## src/rtl/sample_rate_ctrl.sv

```systemverilog
// Receive-path sampler controller: speed-code handshake, post-change settle blanking,
// decimated sample strobe and delivered-sample counter. Define SAMPLE_CTRL_CNT_SAT_EN to saturate the counter.
module sample_rate_ctrl #(
    parameter int SETTLE_CYCLES = 64,
    parameter int CNT_WIDTH     = 16
) (
    input  logic                 clk_i,
    input  logic                 rst_i,
    input  logic                 enable_i,
    input  logic                 cfg_req_i,
    input  logic [2:0]           cfg_speed_i,
    output logic                 cfg_ack_o,
    output logic [2:0]           speed_o,
    output logic                 sample_en_o,
    output logic                 settled_o,
    output logic                 busy_o,
    output logic [CNT_WIDTH-1:0] sample_cnt_o
);

    // state  | meaning
    // IDLE   | sampler stopped, speed changes still accepted
    // SETTLE | filter settling after enable or speed change, output blanked
    // RUN    | strobing at the selected decimation ratio

    localparam int SW = (SETTLE_CYCLES > 1) ? $clog2(SETTLE_CYCLES) : 1;
    localparam logic [SW-1:0] SETTLE_LOAD = SW'(SETTLE_CYCLES - 1);

    typedef enum logic [1:0] {
        ST_IDLE   = 2'd0,
        ST_SETTLE = 2'd1,
        ST_RUN    = 2'd2
    } state_t;

    state_t               state_q, state_d;
    logic [SW-1:0]        settle_q, settle_d;
    logic [3:0]           div_q, div_d;
    logic [CNT_WIDTH-1:0] cnt_q, cnt_d, cnt_inc;
    logic [2:0]           speed_q;
    logic                 ack_q;
    logic                 req_held_q;
    logic                 accept;
    logic                 strobe;
    logic [3:0]           div_last;

    // Divider terminal value is N-1 for the active speed code.
    always_comb begin
        div_last = 4'd9;
        case (speed_q)
            3'b000:  div_last = 4'd9;
            3'b001:  div_last = 4'd4;
            3'b010:  div_last = 4'd3;
            3'b011:  div_last = 4'd1;
            3'b100:  div_last = 4'd4;
            3'b101:  div_last = 4'd2;
            3'b110:  div_last = 4'd1;
            3'b111:  div_last = 4'd0;
            default: div_last = 4'd9;
        endcase
    end

    // A request still held from a previous accept is not taken again until dropped.
    assign accept = cfg_req_i && !ack_q && !req_held_q;
    assign strobe = (state_q == ST_RUN) && !accept && (div_q == div_last);

`ifdef SAMPLE_CTRL_CNT_SAT_EN
    assign cnt_inc = (&cnt_q) ? cnt_q : cnt_q + CNT_WIDTH'(1);
`else
    assign cnt_inc = cnt_q + CNT_WIDTH'(1);
`endif

    always_comb begin
        state_d  = state_q;
        settle_d = settle_q;
        div_d    = div_q;
        cnt_d    = cnt_q;
        if (strobe) begin
            cnt_d = cnt_inc;
        end
        if (!enable_i) begin
            state_d  = ST_IDLE;
            settle_d = '0;
            div_d    = '0;
        end else begin
            case (state_q)
                ST_IDLE: begin
                    state_d  = ST_SETTLE;
                    settle_d = SETTLE_LOAD;
                    div_d    = '0;
                end
                ST_SETTLE: begin
                    if (accept) begin
                        settle_d = SETTLE_LOAD;
                    end else if (settle_q == '0) begin
                        state_d = ST_RUN;
                        div_d   = '0;
                        cnt_d   = '0;
                    end else begin
                        settle_d = settle_q - SW'(1);
                    end
                end
                ST_RUN: begin
                    if (accept) begin
                        state_d  = ST_SETTLE;
                        settle_d = SETTLE_LOAD;
                        div_d    = '0;
                    end else if (div_q == div_last) begin
                        div_d = '0;
                    end else begin
                        div_d = div_q + 4'd1;
                    end
                end
                default: begin
                    state_d  = ST_IDLE;
                    settle_d = '0;
                    div_d    = '0;
                end
            endcase
        end
    end

    always_ff @(posedge clk_i or posedge rst_i) begin
        if (rst_i) begin
            state_q    <= ST_IDLE;
            settle_q   <= '0;
            div_q      <= '0;
            cnt_q      <= '0;
            speed_q    <= 3'b000;
            ack_q      <= 1'b0;
            req_held_q <= 1'b0;
        end else begin
            state_q    <= state_d;
            settle_q   <= settle_d;
            div_q      <= div_d;
            cnt_q      <= cnt_d;
            ack_q      <= accept;
            req_held_q <= cfg_req_i && (accept || req_held_q);
            if (accept) begin
                speed_q <= cfg_speed_i;
            end
        end
    end

    assign cfg_ack_o    = ack_q;
    assign speed_o      = speed_q;
    assign sample_en_o  = strobe;
    assign settled_o    = (state_q == ST_RUN);
    assign busy_o       = (state_q == ST_SETTLE);
    assign sample_cnt_o = cnt_q;

endmodule

```

## config.mk

```make
export PLATFORM = sky130hd
export DESIGN_NAME = sample_rate_ctrl
export DESIGN_NICKNAME = d
export VERILOG_FILES = /design/src/rtl/sample_rate_ctrl.sv
export SDC_FILE = /design/constraint.sdc
export NUM_CORES = 1
export LEC_CHECK = 0
export CAP_MARGIN = 20
export CORE_UTILIZATION = 30
export CTS_CLUSTER_SIZE = 30
export DETAILED_ROUTE_END_ITERATION = 16
export HOLD_SLACK_MARGIN = 0.06
export REMOVE_ABC_BUFFERS = 1
export SLEW_MARGIN = 20
export SYNTH_ARGS = -nofsm -noshare
export SYNTH_HDL_FRONTEND = slang
export SYNTH_SLANG_ARGS = --single-unit
```

## constraint.sdc

```tcl
create_clock -name clk_i -period 1.85 [get_ports clk_i]
set_input_delay 0.37 -clock clk_i [delete_from_list [all_inputs] [get_ports clk_i]]
set_output_delay 0.37 -clock clk_i [all_outputs]
set_load 0.05 [all_outputs]
```

==> results of run 1 <==
==> placed cells by master (no fill, tap or decap), types with 5 or more instances in the layout <==
master	n
buf_4	66
nand2_1	37
dfrtp_1	29
nand3_1	10
o31ai_1	10
buf_6	9
buf_12	9
a21oi_2	8
nor2_1	7
inv_1	6
clkdlybuf4s50_1	6
nor3_1	5
or4_1	5
a21oi_1	5
o21ai_0	5
clkbuf_8	5
==> worst reg2reg max path: stages (launching register included) <==
cell and delay [ns]:
dfrtp_2 0.45, xnor2_2 0.16, buf_4 0.14, nor4_4 0.35, o211ai_4 0.17, buf_6 0.18, buf_16 0.13, or4_4 0.47
a21oi_2 0.14
==> cells by family after synthesis <==
family          Yosys count  synth area share (%)
fa+ha+maj                 4                  2.51
simple gates             99                  27.0
flops                    33                  41.4
compound gates           55                  20.1
mux                       4                  2.01
buf+inv                  22                  5.71
xor+xnor                  2                  1.26
==> registers in the layout, indices dropped and copies added (netlist names) <==
register and cells:
sample_cnt_o 16, settle_q 6, div_q 4, speed_o 3, state_q 2, cfg_ack_o 1, req_held_q 1
==> path summary, 6_finish.rpt <==
kind / from / end / slack [ns] / depth (start not counted)
min in group clk_i: cfg_ack_o / req_held_q / 0.50 / 1
worst max register to register: speed_o[0] / sample_cnt_o[4] / -0.42 / 8
worst min-delay path: rst_i / sample_cnt_o[9] / 0.46 / 3
worst max-delay path: speed_o[0] / sample_cnt_o[4] / -0.42 / 8
worst min register to register: cfg_ack_o / req_held_q / 0.50 / 1
max in group asynchronous: rst_i / speed_o[0] / 1.04 / 3
==> where the power goes <==
| part | total [mW] | internal (mW) | switching (mW) |
|---|---|---|---|
| registers | 0.801 | 0.760 | 0.0416 |
| clock network | 0.547 | 0.261 | 0.286 |
| logic | 0.852 | 0.439 | 0.414 |
| total | 2.20 | 1.46 | 0.741 |
==> per-stage QoR <==
step | instances | power (mW) | instance area [µm²] | worst slack, ns
3_3_place_gp | 353 | 1.37 | 2670 | -0.275
3_5_place_dp | 353 | 1.38 | 2670 | -0.319
6_report | 387 | 2.20 | 3330 | -0.416
5_1_grt | 387 | 2.31 | 3330 | -0.499
2_1_floorplan | 207 | 1.08 | 1920 | -2.42
4_1_cts | 378 | 2.14 | 3160 | -0.363
==> cell type report <==
| class | instances | share of cell area (%) |
|---|---|---|
| Multi-Input combinational cell | 164 | 39.6 |
| Inverter | 10 | 1.13 |
| Sequential cell | 33 | 24.9 |
| Clock inverter | 2 | 0.301 |
| Clock buffer | 6 | 2.18 |
| Timing Repair Buffer | 95 | 29.0 |
| Tap cell | 77 | 2.89 |
==> per-layer routing <==
| layer | track usage [%] | part of all wire [%] |
|---|---|---|
| met1 | 21.6 | 45 |
| met3 | 3.56 | 3.3 |
| met2 | 27.9 | 50 |
| met4 | 5.39 | 1.0 |
| met5 | 0 | 0 |
==> timing repair <==
item,4_1_cts,5_1_grt
buffers inserted,13,9
endpoints found under the setup margin,29,28
pin swaps,21,11
gates cloned,4,0
gates resized for setup,42,29
==> reports/results.tsv, run 1 <==
stage	metric	value	unit
clocking	tritoncts_num_sinks	33	
timing	final.hold.worst_slack	0.463	ns
place	dp.final_hpwl	3360	µm
logic_synthesis	synth_top_area_cell	dfrtp_1	
run	timing.max_cap.violations	0	
logic_synthesis	synthMostInstantiatedCell	nand2_1	
timing	rsz0062_at_grt	true	
worst_setup_path	critical_path.max_fanout	6	
run_status	failed_checks	setup timing	
floorplan	die_height	83.5	µm
global_route	grt_max_degree	34	
finish	layout.filler_cells	579	
drt	initialDrtViolationCount	90	
power_and_ir_drop	vdd_ir_drop_max	432	µV
floorplan	num_rows	29	
drt	routedWlPerCell	14.7	µm
worst_setup_path	crit_buf_inv	3	
clocking	cts_made_buffers	5	
worst_setup_path	timing.critical_path.cells	xnor2_2 > buf_4 > nor4_4 > o211ai_4 > buf_6 > buf_16 > or4_4 > a21oi_2	
logic_synthesis	ys_seq_elements	33	
logic_synthesis	synth_area_per_cell	9.11	µm²
finish	area_growth_syn_to_layout	67.0	%
power_and_ir_drop	p_leak	1.48	nW
floorplan	io-pin-count	30	
finish	area_occupied_by_registers	831	µm²
worst_setup_path	max_stage_delay	0.47	ns
clocking	tritoncts_clock_tree	done	
global_route	first_global_vias	1934	
timing	final.setup.worst_slack	-0.416	ns
worst_setup_path	setup.worst_path.end_class	flip-flop	
global_route	grtUsageTotal	16.7	%
clocking	clock_tree.htree_level_count	2	
logic_synthesis	ys_types	52	
worst_setup_path	critical_path_arrival	2.49	ns
logic_synthesis	synth_edf_count	0	
timing	fmaxAchievable	441	MHz
finish	diodes	0	
finish	post_route_cells_drive_above_1_share	47.1	%
clocking	cts-root-buf	clkbuf_8	
global_route	gr-total-overflow	0	
drt	routed_wirelength	5690	µm
logic_synthesis	post_synth_most_frequent_cells	nand2_1, dfrtp_1, a21oi_1	
clocking	clkSlewWorstSetupHoldPaths	0.08	ns
logic_synthesis	yosys-top-cells-area	dfrtp_1, nand2_1, o31ai_1, or4_1, a21oi_1	
worst_hold_path	timing.hold.worst.class	in2async	
global_route	initial_antenna_violation_count	0	
logic_synthesis	postSynth.asyncResetShare	100	%
worst_setup_path	critical-path-top-delay-family	simple AND/OR/NAND/NOR gates	
run_status	outcome	finished, violations left	
drt	drc_errors	0	
timing	final_report_hold_violation_count	0	
logic_synthesis	synthesis.instances	219	
place	buffer_ports.inserted	29	
drt	viasPerCell	5.21	
worst_setup_path	timing.critical_path.required	2.07	ns
drt	drt_pass1_iterations	4	
timing	report.final.setup_viol	21	
finish	num-nets-final	320	
timing	setup-tns-final	-5.59	ns
timing	max_slew.worst_pin.slew	0.437	ns
logic_synthesis	synth_top_cell_area_share	41.4	%
floorplan	effective_utilization_at_floorplan	31.2	%
clocking	worst_skew_pair.late_latency	0.30	ns
floorplan	design.core.area	6390	µm²
finish	multi_input_area	1320	µm²
timing	final_period_minus_worst_setup_slack	2.27	ns
logic_synthesis	post_synth_instance_area	1990	µm²
floorplan	die_x	83.5	µm
global_route	grt_pass1_wl	9330	µm
drt	route.vias.total	2015	
power_and_ir_drop	power.density	661	nW/µm²
timing	slew_violations	0	
logic_synthesis	ys_seq_area_share	41.4	%
timing	timing.slew.headroom	70.9	%
timing	finClkSkew	0.0109	ns
timing	timing.final.crit_share	123	%
clocking	hold_buffers	0	
worst_setup_path	critPathKind	reg2reg	
drt	count_of_nets_left_with_antenna_violations_after_detail_routing	0	
floorplan	floorplan.die_area	6980	µm²
logic_synthesis	synth_warnings	0	
logic_synthesis	synth-main-ff-cell	dfrtp_1	
place	gp_congestion	0.832	
clocking	cts_max_path_buffers	2	
worst_setup_path	start_kind	flip-flop	
finish	finish.utilization	52.2	%
worst_setup_path	slowest_stage	or4_4	
(Power assumes the default switching activity.)
==> run 2, diff against run 1 <==
--- a/config.mk
+++ b/config.mk
@@ -10,6 +10,7 @@
 export CTS_CLUSTER_SIZE = 30
 export DETAILED_ROUTE_END_ITERATION = 16
 export HOLD_SLACK_MARGIN = 0.06
+export RECOVER_POWER = 100
 export REMOVE_ABC_BUFFERS = 1
 export SLEW_MARGIN = 20
 export SYNTH_ARGS = -nofsm -noshare
==> reports/results.tsv, run 2 (synthesis results as in run 1) <==
stage	metric	value	unit
timing	max_slew.worst_pin.slew	0.851	ns
floorplan	die_height	83.5	µm
drt	drt_pass1_iterations	4	
timing	final_period_minus_worst_setup_slack	2.26	ns
timing	timing.slew.headroom	43.3	%
place	place_inst	353	
power_and_ir_drop	p_leak	1.41	nW
worst_hold_path	timing.hold.worst.class	reg2reg	
global_route	grt_pass1_wl	9330	µm
timing	final.setup.worst_slack	-0.413	ns
run_status	outcome	finished, violations left	
finish	area_occupied_by_registers	831	µm²
global_route	initial_antenna_violation_count	0	
worst_setup_path	critical_path_arrival	2.49	ns
finish	layout.filler_cells	591	
timing	report.final.setup_viol	21	
drt	routedWlPerCell	14.8	µm
run	timing.max_cap.violations	0	
drt	route.vias.total	2005	
power_and_ir_drop	power.internal	1.45	mW
worst_setup_path	critical_path.max_fanout	6	
finish	layout.cells.most_common	buf_4	
clocking	clkSlewWorstSetupHoldPaths	0.07	ns
power_and_ir_drop	power_frac_comb	38.5	%
timing	fmaxAchievable	442	MHz
finish	final_cell_area	3260	µm²
timing	finClkSkew	0.00918	ns
floorplan	effective_utilization_at_floorplan	31.2	%
drt	drc_errors	0	
worst_setup_path	critical-path-top-delay-family	simple AND/OR/NAND/NOR gates	
place	dp.final_hpwl	3360	µm
run_status	failed_checks	setup timing	
power_and_ir_drop	power.share.clock	25.0	%
place	buffer_ports.inserted	29	
timing	setup-tns-final	-5.59	ns
worst_setup_path	setup.reg_to_reg.worst_slack	-0.41	ns
timing	rsz0062_at_grt	true	
place	place_ws	-0.319	ns
global_route	gr-total-overflow	0	
finish	final_cell_count_no_fill	387	
global_route	first_global_vias	1934	
worst_setup_path	start_kind	flip-flop	
clocking	cts_made_buffers	5	
drt	count_of_nets_left_with_antenna_violations_after_detail_routing	0	
worst_setup_path	slowest_stage	or4_4	
timing	final.hold.worst_slack	0.495	ns
finish	largest_reg_flops	16	
clocking	hold_buffers	0	
finish	area_growth_syn_to_layout	63.4	%
finish	layout_common_cells	buf_4, nand2_1, dfrtp_1	
timing	slew_violations	0	
clocking	cts-root-buf	clkbuf_8	
place	placement.cell_area	2670	µm²
clocking	cts_max_path_buffers	2	
worst_setup_path	timing.critical_path.required	2.07	ns
floorplan	io-pin-count	30	
timing	timing.final.crit_share	122	%
timing	final_report_hold_violation_count	0	
worst_setup_path	critPathKind	reg2reg	
drt	viasPerCell	5.18	
power_and_ir_drop	power.density	673	nW/µm²
floorplan	design.core.area	6390	µm²
finish	diodes	0	
worst_setup_path	setup.worst_path.end_class	flip-flop	
drt	initialDrtViolationCount	73	
floorplan	num_rows	29	
place	gp_congestion	0.832	
clocking	tritoncts_clock_tree	done	
floorplan	die_x	83.5	µm
finish	post_route_cells_drive_above_1_share	41.0	%
power_and_ir_drop	sw_frac_of_total	33.8	%
finish	multi_input_area	1320	µm²
clocking	worst_skew_pair.late_latency	0.29	ns
power_and_ir_drop	power.share.sequential	36.5	%
clocking	tritoncts_num_sinks	33	
worst_setup_path	max_stage_delay	0.47	ns
power_and_ir_drop	p_switching	0.742	mW
floorplan	floorplan.die_area	6980	µm²
global_route	grt_max_degree	34	
drt	routed_wirelength	5720	µm
global_route	grtUsageTotal	16.7	%
clocking	clock_tree.htree_level_count	2	
worst_setup_path	crit_buf_inv	3	
finish	num-nets-final	320	
power_and_ir_drop	vdd_ir_drop_max	433	µV
worst_setup_path	timing.critical_path.cells	xnor2_2 > buf_4 > nor4_4 > o211ai_4 > buf_6 > buf_16 > or4_4 > a21oi_2	
run 2: power groups by stage:
stage	Clock (mW)	Sequential, mW	Combinational (mW)
after floorplan	0	0.878	0.204
after CTS	0.556	0.808	0.774
after global placement	0	0.820	0.550
after detailed placement	0	0.822	0.556
final	0.548	0.801	0.844
after global routing	0.593	0.805	0.897
run 2: path summary, 6_finish.rpt:
path | start | to | depth (start not counted)
worst max-delay path | speed_o[0] | sample_cnt_o[4] | 8
worst min-delay path | cfg_ack_o | req_held_q | 1
worst max register to register | speed_o[0] | sample_cnt_o[4] | 8
worst min register to register | cfg_ack_o | req_held_q | 1
max in group asynchronous | rst_i | speed_o[0] | 3
min in group asynchronous | rst_i | sample_cnt_o[9] | 3
run 2: timing repair:
item                                    CTS  global route
endpoints found under the setup margin   29            28
resized for setup                        42            29
pin swaps                                21            11
setup buffers                            13             9
gates cloned                              4             0
run 2: routing by layer:
layer,vias up,part of all wire [%],wire (µm),global-route usage (%)
li1,987,-,-,-
met1,972,45,2590,21.6
met2,39,50,2880,27.9
met3,7,3.4,197,3.56
met4,0,1.0,58,5.39
met5,-,0,0,0
run 2: area by class of cell:
class,instances,area share [%]
well taps,77,2.96
multi-input cells,164,40.5
repair buffers,95,27.4
clock inverters,2,0.307
flip-flops and latches,33,25.5
inverters,10,1.15
clock buffers,6,2.23
run 2: through the flow:
stage / utilization, % / total power [mW]
6_report: 51.0 / 2.19
5_1_grt: 51.0 / 2.30
4_1_cts: 49.5 / 2.14
3_5_place_dp: 41.8 / 1.38
3_3_place_gp: 41.8 / 1.37
2_1_floorplan: - / 1.08
==> run 3, diff against run 2 <==
--- a/config.mk
+++ b/config.mk
@@ -9,6 +9,7 @@
 export CORE_UTILIZATION = 30
 export CTS_CLUSTER_SIZE = 30
 export DETAILED_ROUTE_END_ITERATION = 16
+export DONT_BUFFER_PORTS = 1
 export HOLD_SLACK_MARGIN = 0.06
 export RECOVER_POWER = 100
 export REMOVE_ABC_BUFFERS = 1
==> reports/results.tsv, run 3 (synthesis results as in run 1) <==
stage	metric	value	unit
run_status	outcome	finished, violations left	
run_status	failed_checks	setup timing	
global_route	grt_max_degree	34	
timing	fmaxAchievable	446	MHz
global_route	gr-total-overflow	0	
place	dp.final_hpwl	3330	µm
global_route	grt_pass1_wl	8780	µm
place	buffer_ports.inserted	0	
worst_setup_path	worst_r2r_src	speed_o[1]	
clocking	clkSlewWorstSetupHoldPaths	0.07	ns
drt	routed_wirelength	5460	µm
worst_setup_path	timing.critical_path.required	1.48	ns
global_route	initial_antenna_violation_count	0	
timing	slew_violations	0	
timing	final_period_minus_worst_setup_slack	2.24	ns
worst_setup_path	reg2regPathDepth	9	
clocking	clock_tree.htree_level_count	2	
clocking	tritoncts_clock_tree	done	
drt	drt_pass1_iterations	4	
floorplan	effective_utilization_at_floorplan	31.2	%
floorplan	num_rows	29	
worst_setup_path	setup.reg_to_reg.worst_slack	-0.38	ns
finish	layout.cells.most_common	buf_4	
drt	route.vias.total	1898	
power_and_ir_drop	vdd_ir_drop_max	421	µV
floorplan	io-pin-count	30	
global_route	first_global_vias	1828	
finish	area_growth_syn_to_layout	52.2	%
global_route	grtUsageTotal	15.6	%
power_and_ir_drop	power.density	739	nW/µm²
worst_setup_path	setup.worst_path.end_class	output port	
place	placement.cell_area	2430	µm²
place	gp_congestion	0.818	
finish	largest_reg_flops	16	
timing	final.setup.worst_slack	-0.391	ns
timing	final_report_hold_violation_count	0	
clocking	cts_max_path_buffers	2	
worst_hold_path	timing.hold.worst.class	in2reg	
timing	final.hold.worst_slack	0.189	ns
timing	timing.slew.headroom	43.2	%
worst_setup_path	critical_path_arrival	1.87	ns
clocking	tritoncts_num_sinks	33	
clocking	worst_skew_pair.late_latency	0.29	ns
floorplan	floorplan.die_area	6980	µm²
drt	initialDrtViolationCount	86	
finish	finish.utilization	47.5	%
finish	post_route_cells_drive_above_1_share	40.6	%
worst_setup_path	r2r_end	sample_cnt_o[9]	
worst_hold_path	holdCritStartpoint	cfg_speed_i[0]	
worst_setup_path	critPathKind	reg2out	
worst_hold_path	worstHoldPathCells	2	
timing	report.final.setup_viol	20	
timing	timing.final.crit_share	121	%
clocking	cts_made_buffers	5	
drt	count_of_nets_left_with_antenna_violations_after_detail_routing	0	
finish	layout_common_cells	buf_4, nand2_1, dfrtp_1	
power_and_ir_drop	p_leak	1.30	nW
floorplan	die_height	83.5	µm
run	timing.max_cap.violations	0	
power_and_ir_drop	post-layout-total-power	2.24	mW
timing	finClkSkew	0.0148	ns
drt	viasPerCell	5.20	
drt	routedWlPerCell	14.9	µm
worst_setup_path	critical_path.max_fanout	4	
finish	diodes	0	
floorplan	die_x	83.5	µm
clocking	cts-root-buf	clkbuf_8	
timing	max_slew.worst_pin.slew	0.851	ns
worst_setup_path	start_kind	flip-flop	
floorplan	design.core.area	6390	µm²
finish	num-nets-final	298	
finish	final_cell_area	3040	µm²
drt	drc_errors	0	
worst_hold_path	timing.hold.worst_endpoint	speed_o[0]	
timing	rsz0062_at_grt	true	
[run 3: changes by cell type in the layout (fill, tap and decap cells not counted), sizes merged]
cell / before / now
buf: 68 / 52
bufinv: 0 / 1
clkdlybuf4s50: 4 / 0
clkinv: 2 / 0
clkinvlp: 0 / 1
dlygate4sd3: 2 / 0
[run 3: layout make-up]
cell class | count | area, µm²
flip-flops and latches | 33 | 831
fillers | 597 | 3350
clock buffers | 6 | 82.6
inverters | 10 | 37.5
clock inverters | 2 | 37.5
repair buffers | 73 | 612
multi-input cells | 164 | 1340
well taps | 77 | 96.3
[run 3: worst max-delay path by stage]
stage / start / to / slack [ns] / cells after the start
global route: speed_o[1] / sample_en_o / -0.47 / 7
detailed placement: speed_o[0] / sample_cnt_o[9] / -0.16 / 6
global placement: speed_o[0] / sample_cnt_o[11] / -0.13 / 6
finish: speed_o[1] / sample_en_o / -0.39 / 7
CTS: speed_o[0] / sample_en_o / -0.42 / 7
floorplan: speed_o[2] / sample_en_o / -2.42 / 4
[run 3: what timing repair did]
item / in CTS / in global routing
setup endpoints to repair: 28 / 27
cloned: 2 / 0
hold buffers: 0 / 0
pin swaps: 17 / 22
setup buffers: 15 / 8
gates resized for setup: 29 / 52
[run 3: per-stage QoR]
step,setup TNS (ns),std cells,worst slack [ns]
global route,-6.41,365,-0.470
global placement,-2.30,334,-0.128
finish,-4.57,365,-0.391
CTS,-5.79,358,-0.424
floorplan,-37.02,207,-2.42
detailed placement,-2.81,334,-0.165
[run 3: where the power goes]
part / switching, mW / internal, mW / total (mW)
Sequential: 0.0434 / 0.760 / 0.803
Clock: 0.286 / 0.438 / 0.725
Combinational: 0.389 / 0.327 / 0.716
[run 3: worst max-delay path, stage by stage (launching register included)]
cell	delay, ns
dfrtp_2	0.40
buf_4	0.16
buf_4	0.14
nor4_4	0.33
o211ai_4	0.14
buf_12	0.15
nor2_4	0.11
buf_8	0.15
[run 3: per-layer routing]
layer | up-vias | track usage (%) | share of wire (%)
met1 | 917 | 20.0 | 46
li1 | 941 | - | -
met4 | 0 | 6.32 | 1.1
met2 | 33 | 24.6 | 49
met5 | - | 0 | 0
met3 | 7 | 4.85 | 4.0
